[config.mk]
export PLATFORM = sky130hd
export DESIGN_NAME = serial_cmd_rx
export DESIGN_NICKNAME = d
export VERILOG_FILES = /design/src/rtl/serial_cmd_rx_pkg.sv /design/src/rtl/serial_cmd_rx_sync_edge.sv /design/src/rtl/serial_cmd_rx.sv
export SDC_FILE = /design/constraint.sdc
export NUM_CORES = 1
export LEC_CHECK = 0
export BUFFER_PORTS_ARGS = -buffer_cell sky130_fd_sc_hd__clkbuf_2
export CAP_MARGIN = 25
export CORE_MARGIN = 5
export CORE_UTILIZATION = 56
export CTS_CLUSTER_SIZE = 30
export DETAILED_ROUTE_END_ITERATION = 8
export PLACE_DENSITY = 0.8
export RECOVER_POWER = 25
export SLEW_MARGIN = 15
export SYNTH_ARGS = -nofsm -noshare
export SYNTH_HDL_FRONTEND = slang
export SYNTH_SLANG_ARGS = --single-unit
[constraint.sdc]
create_clock -name clk -period 1.91 [get_ports clk]
set_input_delay 0 -clock clk [delete_from_list [all_inputs] [get_ports clk]]
set_output_delay 0 -clock clk [all_outputs]
set_load 0.01 [all_outputs]
[src/rtl/serial_cmd_rx_pkg.sv]
// Shared definitions for the serial command receiver: default widths,
// FSM state codes and the saturating bit-counter helper.
package serial_cmd_rx_pkg;

    localparam int ADDR_W_DEF      = 4;
    localparam int DATA_W_DEF      = 8;
    localparam int SYNC_STAGES_DEF = 2;
    localparam int FRAME_LEN_DEF   = ADDR_W_DEF + DATA_W_DEF;
    localparam int CNT_W           = 5;

    typedef enum logic [3:0] {
        ST_IDLE   = 4'd0,
        ST_SHIFT  = 4'd1,
        ST_OVF    = 4'd2,
        ST_COMMIT = 4'd3,
        ST_ERR    = 4'd4
    } state_t;

    // Bit counter sticks at all-ones rather than wrapping back to zero.
    function automatic logic [CNT_W-1:0] cnt_sat_inc(input logic [CNT_W-1:0] c);
        return (&c) ? c : c + CNT_W'(1);
    endfunction

endpackage

[src/rtl/serial_cmd_rx_sync_edge.sv]
// N-stage synchronizer for one asynchronous input, with rise/fall pulses
// derived from one extra history flop.
module sync_edge #(
    parameter int   N       = 2,
    parameter logic RST_VAL = 1'b0
) (
    input  logic clk,
    input  logic rst,
    input  logic d,
    output logic q,
    output logic rise,
    output logic fall
);

    logic [N-1:0] sync_reg;
    logic         prev_reg;

    // Reset to the line's idle level so releasing reset creates no false edge.
    always_ff @(posedge clk or negedge rst) begin
        if (!rst) begin
            sync_reg <= {N{RST_VAL}};
            prev_reg <= RST_VAL;
        end else begin
            sync_reg <= {sync_reg[N-2:0], d};
            prev_reg <= sync_reg[N-1];
        end
    end

    assign q    = sync_reg[N-1];
    assign rise = q & ~prev_reg;
    assign fall = ~q & prev_reg;

endmodule

[src/rtl/serial_cmd_rx.sv]
// Target-side receiver for the 3-wire serial command link: oversamples the
// link, assembles address/data frames and commits them to a register file.
module serial_cmd_rx
    import serial_cmd_rx_pkg::*;
#(
    parameter int ADDR_W      = ADDR_W_DEF,
    parameter int DATA_W      = DATA_W_DEF,
    parameter int SYNC_STAGES = SYNC_STAGES_DEF
) (
    input  logic              clk,
    input  logic              rst,
    input  logic              cs_i,
    input  logic              sclk_i,
    input  logic              sdata_i,
    input  logic              rst_cs_i,
    input  logic [ADDR_W-1:0] rd_addr,
    output logic [DATA_W-1:0] rd_data,
    output logic              wr_valid,
    output logic [ADDR_W-1:0] wr_addr,
    output logic [DATA_W-1:0] wr_data,
    output logic              frame_err,
    output logic              busy,
    output logic [3:0]        state_o
);

    localparam int             FRAME_LEN     = ADDR_W + DATA_W;
    localparam int             NUM_REGS      = 2 ** ADDR_W;
    localparam logic [CNT_W-1:0] FRAME_LEN_CNT = CNT_W'(FRAME_LEN);
    // Idle levels of {rst_cs, sdata, sclk, cs}: chip select idles high.
    localparam logic [3:0]     IN_RST_VAL    = 4'b0001;

    logic [3:0] raw_in, sync_q, sync_rise, sync_fall;
    logic       cs_sync, sclk_rise, sdata_sync, rst_cs_sync;

    assign raw_in = {rst_cs_i, sdata_i, sclk_i, cs_i};

    genvar gi;
    generate
        for (gi = 0; gi < 4; gi++) begin : g_sync
            sync_edge #(
                .N       (SYNC_STAGES),
                .RST_VAL (IN_RST_VAL[gi])
            ) u_sync (
                .clk  (clk),
                .rst  (rst),
                .d    (raw_in[gi]),
                .q    (sync_q[gi]),
                .rise (sync_rise[gi]),
                .fall (sync_fall[gi])
            );
        end
    endgenerate

    assign cs_sync     = sync_q[0];
    assign sclk_rise   = sync_rise[1];
    assign sdata_sync  = sync_q[2];
    assign rst_cs_sync = sync_q[3];

    logic unused_sync;
    assign unused_sync = ^{sync_rise[3:2], sync_rise[0], sync_fall, sync_q[1]};

    state_t               state_reg, state_next;
    logic [FRAME_LEN-1:0] shift_reg, shift_next;
    logic [CNT_W-1:0]     count_reg, count_next;
    logic [DATA_W-1:0]    regfile_reg [NUM_REGS];
    logic [DATA_W-1:0]    rd_data_reg;
    logic                 wr_valid_reg, frame_err_reg;
    logic [ADDR_W-1:0]    wr_addr_reg;
    logic [DATA_W-1:0]    wr_data_reg;

    logic [ADDR_W-1:0] frame_addr;
    logic [DATA_W-1:0] frame_data;
    logic              commit_en, err_en;

    assign frame_addr = shift_reg[FRAME_LEN-1 -: ADDR_W];
    assign frame_data = shift_reg[DATA_W-1:0];
    // Device soft reset wins over a commit or error landing in the same cycle.
    assign commit_en  = (state_reg == ST_COMMIT) && !rst_cs_sync;
    assign err_en     = (state_reg == ST_ERR) && !rst_cs_sync;

    always_comb begin
        state_next = state_reg;
        shift_next = shift_reg;
        count_next = count_reg;
        case (state_reg)
            ST_IDLE: begin
                if (!cs_sync) begin
                    state_next = ST_SHIFT;
                    shift_next = '0;
                    count_next = '0;
                end
            end
            ST_SHIFT: begin
                if (cs_sync) begin
                    state_next = (count_reg == FRAME_LEN_CNT) ? ST_COMMIT : ST_ERR;
                end else if (sclk_rise) begin
                    if (count_reg >= FRAME_LEN_CNT) begin
                        state_next = ST_OVF;
                    end else begin
                        shift_next = {shift_reg[FRAME_LEN-2:0], sdata_sync};
                        count_next = cnt_sat_inc(count_reg);
                    end
                end
            end
            ST_OVF: begin
                if (cs_sync) state_next = ST_ERR;
            end
            ST_COMMIT, ST_ERR: state_next = ST_IDLE;
            default:           state_next = ST_IDLE;
        endcase
        if (rst_cs_sync) begin
            state_next = ST_IDLE;
            shift_next = '0;
            count_next = '0;
        end
    end

    always_ff @(posedge clk or negedge rst) begin
        if (!rst) begin
            state_reg <= ST_IDLE;
            shift_reg <= '0;
            count_reg <= '0;
        end else begin
            state_reg <= state_next;
            shift_reg <= shift_next;
            count_reg <= count_next;
        end
    end

    always_ff @(posedge clk or negedge rst) begin
        if (!rst) begin
            for (int i = 0; i < NUM_REGS; i++) regfile_reg[i] <= '0;
        end else if (rst_cs_sync) begin
            for (int i = 0; i < NUM_REGS; i++) regfile_reg[i] <= '0;
        end else if (commit_en) begin
            regfile_reg[frame_addr] <= frame_data;
        end
    end

    // Read samples the pre-write contents, so a same-cycle write returns old data.
    always_ff @(posedge clk or negedge rst) begin
        if (!rst) rd_data_reg <= '0;
        else      rd_data_reg <= regfile_reg[rd_addr];
    end

    always_ff @(posedge clk or negedge rst) begin
        if (!rst) begin
            wr_valid_reg  <= 1'b0;
            frame_err_reg <= 1'b0;
            wr_addr_reg   <= '0;
            wr_data_reg   <= '0;
        end else begin
            wr_valid_reg  <= commit_en;
            frame_err_reg <= err_en;
            if (commit_en) begin
                wr_addr_reg <= frame_addr;
                wr_data_reg <= frame_data;
            end
        end
    end

    assign rd_data   = rd_data_reg;
    assign wr_valid  = wr_valid_reg;
    assign wr_addr   = wr_addr_reg;
    assign wr_data   = wr_data_reg;
    assign frame_err = frame_err_reg;
    assign busy      = (state_reg == ST_SHIFT) || (state_reg == ST_OVF);
    assign state_o   = state_reg;

endmodule

Word level (Yosys, flattened, before mapping)
Index checks and enable logic that the tools add are counted.

cells by class
  $add $sub $neg = 1
  magnitude comparators = 4
  eq/ne operators = 13
  multiplexer cells = 29
  bitwise gates (word level) = 4
  reduce and logical (&&, ||, !) cells = 12

operators by type and width
  cell                                                                                 count
  128-bit 2-to-1 mux                                                                   2
  128-bit bitwise mux                                                                  1
  12-bit 2-to-1 mux                                                                    5
  8-bit binary-select mux with 4-bit select                                            1
  8-bit demux with 4-bit select                                                        1
  5-bit 2-to-1 mux                                                                     6
  4-bit 2-to-1 mux                                                                     6
  8-bit 2-to-1 mux                                                                     3
  12-bit case mux with 2 select lines                                                  1
  3-bit by 2-bit inequality test with 1-bit output, second input constant              4
  4-bit case mux with 3 select lines                                                   1
  5-bit greater-or-equal comparator, second input constant                             2
  4-bit NOT with 5-bit output                                                          2
  5-bit case mux with 2 select lines                                                   1
  5-bit AND reduction                                                                  2
  4-bit by 2-bit equality test with 1-bit output, second input constant                2
  3-bit by 1-bit inequality test with 1-bit output, second input constant              2
  6-bit AND reduction                                                                  1
  5-bit by 1-bit adder with 5-bit output, second input constant                        1
  5-bit by 4-bit equality test with 1-bit output, second input constant                1
  5-bit by 4-bit greater-or-equal comparator with 1-bit output, second input constant  1
  5-bit by 1-bit < comparator with 1-bit output, second input constant                 1
  4-bit by 1-bit equality test with 1-bit output, second input constant                1
  4-bit by 3-bit equality test with 1-bit output, second input constant                1
  other kinds (12)                                                                     14

word-level totals
  register bits after elaboration = 180
  output and inout bits = 27
  word-level logic and storage cells = 92

Longest topological paths before layout
Gate-level depths: netlist of the first run.

  word-level depth = 8
  gate-level depth with buffers = 7
  mapped depth without buffers = 7

Cells and area by module
A second synthesis of the first run with hierarchy kept.

unflattened totals
  cells, all modules = 776
  area total of the unflattened synthesis = 8314.2 µm²

by module, submodules not included
  module                            instances  cells an instance  area an instance (µm²)
  serial_cmd_rx                     1          756                7950.1
  sync_edge (g_sync[1].u_sync ...)  3          5                  90.1
  sync_edge (g_sync[0].u_sync)      1          5                  93.8

Least setup slack after synthesis of the first run
No wires, ideal clock.

  kind = register -> register
  start point = register count_reg[0]
  end point = register count_reg[2]
  arrival = 1.923 ns
  data required time = 1.788 ns
  setup slack = -0.135 ns
  cell stages (with the launch flop) = 8
  path buffers = 0
  period minus slack after synthesis = 2.045 ns
  cells stage by stage = dfrtp_1 > ha_1 > and3_1 > ha_1 > or4b_4 > a22oi_4 > o221ai_1 > a32o_1

on the way
  longest elaborated chain between the ends = 7
  elaborated cells between the ends (all ways) = 12
  classes of those cells = 1 x add/sub; 1 x order compare; 2 x eq/ne; 6 x mux; 2 x reduce/logical

RTL lines
  element                                 RTL line                 RTL
  start: declaration                      serial_cmd_rx.sv:64      logic [CNT_W-1:0] count_reg, count_next;
  start signal: assignment                serial_cmd_rx.sv:126     count_reg <= count_next;
  5-bit by 1-bit adder with 5-bit output  serial_cmd_rx_pkg.sv:21  return (&c) ? c : c + CNT_W'(1);
  5-bit 2-to-1 mux                        serial_cmd_rx_pkg.sv:21
  5-bit 2-to-1 mux                        serial_cmd_rx.sv:97      if (count_reg >= FRAME_LEN_CNT) begin
  5-bit 2-to-1 mux                        serial_cmd_rx.sv:96      end else if (sclk_rise) begin
  5-bit 2-to-1 mux                        serial_cmd_rx.sv:94      if (cs_sync) begin
  5-bit case mux with 2 select lines      serial_cmd_rx.sv:85      case (state_reg)
  5-bit 2-to-1 mux                        serial_cmd_rx.sv:111     if (rst_cs_sync) begin

Parallel ways exist; a longest one is shown, timed or not. The select of a mux whose other input is x is not followed.
A chain may end at the register's enable or synchronous reset.

Worst setup path after layout of the first run
  start point = register count_reg[1]
  end point = register count_reg[1]

The elaborated chain is that of the path after synthesis.

==> flow_metrics.tcl, run 1 <==
set metrics [dict create \
    slowest_stage "or4b_4" \
    ys_async_sr_fraction 1.00 \
    place_ws_ps -179 \
    ys_types 50 \
    clkTransAtPathRegs_ps 60 \
    report.final.slew_viol_count 0 \
    ir_drop_mv 0.638 \
    critical_path_peak_fanout 4 \
    worstPathRequired_ps 2260 \
    grtUsageTotal 0.215 \
    critPathLaunchType "flop" \
    nets 723 \
    layout_common_cells "dfrtp_1, mux2i_1, nor2_1, clkbuf_2, mux4_2" \
    rows 45 \
    netlist_area_um2 8450 \
    cp-end-kind "flop" \
    syn_avg_cell_area_um2 12.5 \
    hold_viol_final 0 \
    p_sw_mw 1.63 \
    drive_gt1_frac 0.243 \
    yosys.area.top_type "dfrtp_1" \
    grt_pass1_vias 5795 \
    slowest_delay_ps 490 \
    rsz0062_at_grt "true" \
    start_util 0.564 \
    hpwl_mm 11.4 \
    p_int_mw 5.97 \
    cts.path.max_buffers 2 \
    die_area_um2 17600 \
    worst_clock_skew_ps 6.52 \
    syn_to_final_growth_pct 13.3 \
    cts_tree "built" \
    final_cell_area_um2 9570 \
    via_count 5434 \
    status "finished with violations" \
    worst-r2r-setup-slack_ps -150 \
    wl_per_cell_um 19.7 \
    p_leak_nw 4.75 \
    overflow 0 \
    yosys_warnings 0 \
    grt_antenna_before_repair 0 \
    holdWs_ps 172 \
    netSwitchingFraction 0.215 \
    violations "negative setup slack" \
    drc_errors 0 \
    cts_root_buf "clkbuf_16" \
    synth_top_area_frac 0.524 \
    critPathArrivalTime_ps 2410 \
    coreArea_um2 15000 \
    ys_ff_latch 179 \
    worst_pin_slew_ps 1080 \
    synth_edf_count 0 \
    cts_sinks 179 \
    fmax_ghz 0.486 \
    powerDensity_nw_per_um2 795 \
    drt_iter0_markers 506 \
    max_cap_violations 0 \
    setup_viol 5 \
    die_h_um 133 \
    crit_chain "ha_2 > and3_4 > ha_4 > or4b_4 > a22oi_4 > o21a_4 > mux2i_1" \
    fin_cells 911 \
    gp_congestion 0.781 \
    diodes 0 \
    place_inst 869 \
    numPortBuffers 35 \
    seq_area_frac_synth 0.530 \
    critPathKind "reg -> reg" \
    cts_buffers 17 \
    p_clk_frac 0.454 \
    finish.utilization 0.639 \
    placed_cell_area_um2 8910 \
    viasPerCell 5.96 \
    synth_area_leaders "dfrtp_1, mux2i_1, mux4_2, nor2_1, mux2_2" \
    fin_ws_ps -147 \
    synth_cells 676 \
    htree_num_levels 4 \
    pwr-share-seq 0.503 \
    drtAntennaViolNets 0 \
    fin_crit_sh 1.08 \
    clock_latency_ps 430 \
    p_comb_frac 0.043 \
    drt-pass1-iter-count 5 \
    mostFrequentLayoutCell "dfrtp_1" \
    fp.dieW_um 133 \
    num_io_pins 37 \
    tns_ps -702 \
    slew_headroom 0.282 \
    worst-path-buf-inv 0 \
    syn-num-nets 689 \
    total_power_mw 7.61 \
    largest_reg_flops 128 \
    critPathTopFamily "simple AND/OR/NAND/NOR gates" \
    wirelength_mm 17.9 \
    hp-class "in -> reg" \
    grt_max_degree 130 \
    min_period_ps 2060 \
    grt_pass1_wl_mm 30.0 \
    synthFlopType "dfrtp_1" \
]
==> worst paths after layout <==
check,start,end,depth (start not counted)
worst max-delay path,count_reg[1]$_DFFE_PN0P_,count_reg[1]$_DFFE_PN0P_,7
worst min-delay path,rd_addr[2],rd_data[4]$_DFF_PN0_,5
worst max register to register,count_reg[1]$_DFFE_PN0P_,count_reg[1]$_DFFE_PN0P_,7
worst min register to register,g_sync[3].u_sync.sync_reg[0]$_DFF_PN0_,g_sync[3].u_sync.sync_reg[1]$_DFF_PN0_,0
max in group asynchronous,rst,regfile_reg[110]$_DFFE_PN0P_,3
min in group asynchronous,rst,count_reg[4]$_DFFE_PN0P_,2
==> layer usage <==
metal / GRT usage / wire length [µm]
met5: 0 / 0
met4: 0.0883 / 437
met3: 0.0426 / 673
met2: 0.361 / 9270
met1: 0.274 / 7540
==> logic make-up (layout without fill, tap and decap cells) <==
kind of cell,count (synthesis),count (layout),share of synthesized area
AOI/OAI and AO/OA,31,31,0.0320
and+or+nand+nor,203,203,0.122
adders and majority gates,3,3,0.00444
other,1,1,0.000444
buffers and inverters,72,119,0.0406
DFF,179,179,0.530
muxes,187,187,0.271
==> what timing repair did <==
| action | CTS | global route |
|---|---|---|
| buffers inserted | 3 | 2 |
| pin swaps | 4 | 5 |
| endpoints found under the setup margin | 5 | 7 |
| resized for setup | 1 | 1 |
| endpoints found under the hold margin | 183 | 0 |
| gates cloned | 0 | 0 |
| hold buffers | 5 | 0 |
==> cell usage after synthesis (2+ instances only) <==
library cell,number
a22oi_1,16
a21oi_1,2
and3_1,4
dfrtp_1,177
mux2i_1,143
clkbuf_1,33
mux2_2,12
and3_2,2
or3_1,2
nor3_4,6
nor2b_1,5
buf_4,5
and4b_1,2
nand2b_1,5
mux4_2,32
dfstp_2,2
buf_6,3
nand3_2,6
nor3_1,2
a31oi_1,2
buf_2,10
inv_1,15
nand2_1,28
ha_1,3
buf_1,4
nor2_1,131
==> power groups by stage <==
stage | clock, mW | sequential (mW) | combinational [mW]
after floorplan | 0 | 3.89 | 0.181
after detailed placement | 0 | 3.90 | 0.322
after global placement | 0 | 3.90 | 0.313
after CTS | 3.49 | 3.83 | 0.334
final | 3.45 | 3.83 | 0.325
after global routing | 3.68 | 3.83 | 0.359
==> final cells by class <==
| class | instances | area (µm²) |
|---|---|---|
| clock buffers | 23 | 488 |
| clock inverters | 9 | 104 |
| fillers | 1063 | 5400 |
| inverters | 15 | 56.3 |
| multi-input cells | 425 | 3660 |
| flip-flops and latches | 179 | 4490 |
| well taps | 188 | 235 |
| repair buffers | 72 | 548 |
==> tightest hold or removal path, delay by kind of cell <==
kind	cells	cell delay, ps
AO/OA/AOI/OAI	1	100
buffers and inverters	2	300
AND/OR/NAND/NOR	2	170
No activity file was read; power rests on OpenSTA's default activity.
==> run 2: changes to the inputs <==
- ABC_AREA: default -> 1
- CORE_MARGIN: 5 -> 2
- CORE_UTILIZATION: 56 -> 50
- PLACE_DENSITY: 0.8 -> 0.73
==> flow_metrics.tcl, run 2 <==
set metrics [dict create \
    status "finished, final reports clean" \
    slowest_stage "dfrtp_1" \
    overflow 0 \
    die_area_um2 17700 \
    critPathArrivalTime_ps 1730 \
    cts_sinks 179 \
    cts_root_buf "clkbuf_16" \
    seq_area_frac_synth 0.537 \
    die_h_um 133 \
    fmax_ghz 0.576 \
    via_count 6994 \
    grt_antenna_before_repair 0 \
    syn_avg_cell_area_um2 8.43 \
    crit_chain "nor2_4 > nand2_1 > nand2_1 > clkbuf_2" \
    htree_num_levels 4 \
    viasPerCell 5.52 \
    cts_tree "built" \
    min_period_ps 1730 \
    diodes 0 \
    critical_path_peak_fanout 9 \
    wirelength_mm 21.3 \
    yosys_warnings 0 \
    numPortBuffers 35 \
    p_leak_nw 4.77 \
    report.final.slew_viol_count 0 \
    start_util 0.507 \
    grt_max_degree 60 \
    synth_edf_count 0 \
    ys_async_sr_fraction 1.00 \
    gp_congestion 0.885 \
    rsz0062_at_grt "false" \
    drc_errors 0 \
    hp-class "in -> reg" \
    cp-end-kind "output port" \
    slowest_delay_ps 460 \
    fin_crit_sh 0.908 \
    worstPathRequired_ps 1910 \
    cts_setup_buffers 0 \
    largest_reg_flops 128 \
    mostFrequentLayoutCell "nand2_1" \
    max_cap_violations 0 \
    cts_buffers 17 \
    critPathLaunchType "flop" \
    clock_latency_ps 440 \
    coreArea_um2 16500 \
    synth_area_leaders "dfrtp_1, nand2_1, o22ai_1, inv_1, nand3_1" \
    rows 47 \
    cts.path.max_buffers 2 \
    hpwl_mm 14.0 \
    clkTransAtPathRegs_ps 60 \
    synth_cells 989 \
    worst_pin_slew_ps 944 \
    fp.dieW_um 133 \
    drtAntennaViolNets 0 \
    synthTopCellsByCount "nand2_1, dfrtp_1, inv_1, o22ai_1, nand3_1" \
    worst-path-buf-inv 1 \
    finish.utilization 0.572 \
    hold_viol_final 0 \
    num_io_pins 37 \
    wl_per_cell_um 16.8 \
    synth_top_area_frac 0.531 \
    syn_to_final_growth_pct 12.9 \
    drt_iter0_markers 634 \
    grt_pass1_wl_mm 34.8 \
    powerDensity_nw_per_um2 848 \
    worst_clock_skew_ps 9.64 \
    critPathKind "reg -> out" \
    netlist_area_um2 8340 \
    grtUsageTotal 0.251 \
    ys_ff_latch 179 \
    synth.most_common_cell "nand2_1" \
    yosys.area.top_type "dfrtp_1" \
    drt-pass1-iter-count 5 \
    ys_types 32 \
    synthFlopType "dfrtp_1" \
    drive_gt1_frac 0.125 \
    ir_drop_mv 0.701 \
    setup_viol 0 \
    tns_ps 0 \
    nets 1048 \
    slew_headroom 0.371 \
    layout_common_cells "nand2_1, dfrtp_1, inv_1, o22ai_1, nand3_1" \
    critPathTopFamily "simple AND/OR/NAND/NOR gates" \
    grt_pass1_vias 6915 \
    syn-num-nets 1002 \
    crit_path_frequent_cell "nand2_1" \
    worst-r2r-setup-slack_ps 180 \
]
## run 2: cell count changes after synthesis, sizes merged, moves of 86 or more
cell,delta
nand2,+241
nand3,+118
nor2,-86
mux2i,-143
inv,+157
o22ai,+128
## run 2: final cells by class
class,instances,area (µm²)
multi-input combinational,596,2970
timing repair buffer,69,483
fill,1477,7050
inverter,172,646
sequential,179,4480
clock inverter,11,105
tap,220,275
clock buffer,21,450
## run 2: report_power, final
group,internal (mW),switching (mW)
Combinational,0.218,0.539
Clock,1.84,1.50
Sequential,3.84,0.0471
Total,5.90,2.08
## run 2: path summary, 6_finish.rpt
path | cells after the start | end | start
max in group asynchronous | 3 | rd_data[1]$_DFF_PN0_ | rst
worst min register to register | 0 | g_sync[1].u_sync.sync_reg[1]$_DFF_PN0_ | g_sync[1].u_sync.sync_reg[0]$_DFF_PN0_
worst min-delay path | 5 | rd_data[4]$_DFF_PN0_ | rd_addr[2]
min in group asynchronous | 2 | wr_addr[1]$_DFFE_PN0P_ | rst
worst max-delay path | 4 | busy | state_o[1]$_DFFE_PN0P_
worst max register to register | 10 | count_reg[3]$_DFFE_PN0P_ | count_reg[0]$_DFFE_PN0P_
## run 2: worst min-delay path, delay by kind of cell
| kind | cells | cell delay [ps] |
|---|---|---|
| buffers and inverters | 2 | 320 |
| AND/OR/NAND/NOR | 3 | 230 |
## run 2: logic make-up (layout without fill, tap and decap cells)
kind of cell	Yosys count	count (layout)	synth area share
AO/OA/AOI/OAI	148	148	0.117
XOR/XNOR	1	1	0.00105
adder cells (fa/ha/maj)	3	3	0.00450
buffers and inverters	214	273	0.107
flip-flops	179	179	0.537
other	1	1	0.000450
AND/OR/NAND/NOR	443	443	0.232
## run 2: routing by layer
metal	vias up	track usage	wire, µm
met4	0	0.107	713
met1	3315	0.341	9040
met3	57	0.0464	1470
met5	-	0	0
li1	3308	-	-
met2	314	0.400	10000
## run 2: metrics by stage
step	instances	hold slack (ps)	instance area [µm²]	power, mW	setup slack [ps]
2_1_floorplan	989	-296	8340	4.42	398
3_3_place_gp	1230	-82.8	8800	4.69	221
3_5_place_dp	1230	-79.3	8800	4.69	154
4_1_cts	1268	25.2	9410	8.02	126
5_1_grt	1268	161	9410	8.28	12.0
6_report	1268	156	9410	7.98	175
## run 2: timing repair
item	4_1_cts	5_1_grt
hold buffers	6	0
endpoints found under the setup margin	0	14
hold endpoints to repair	189	0
resized for setup	0	2
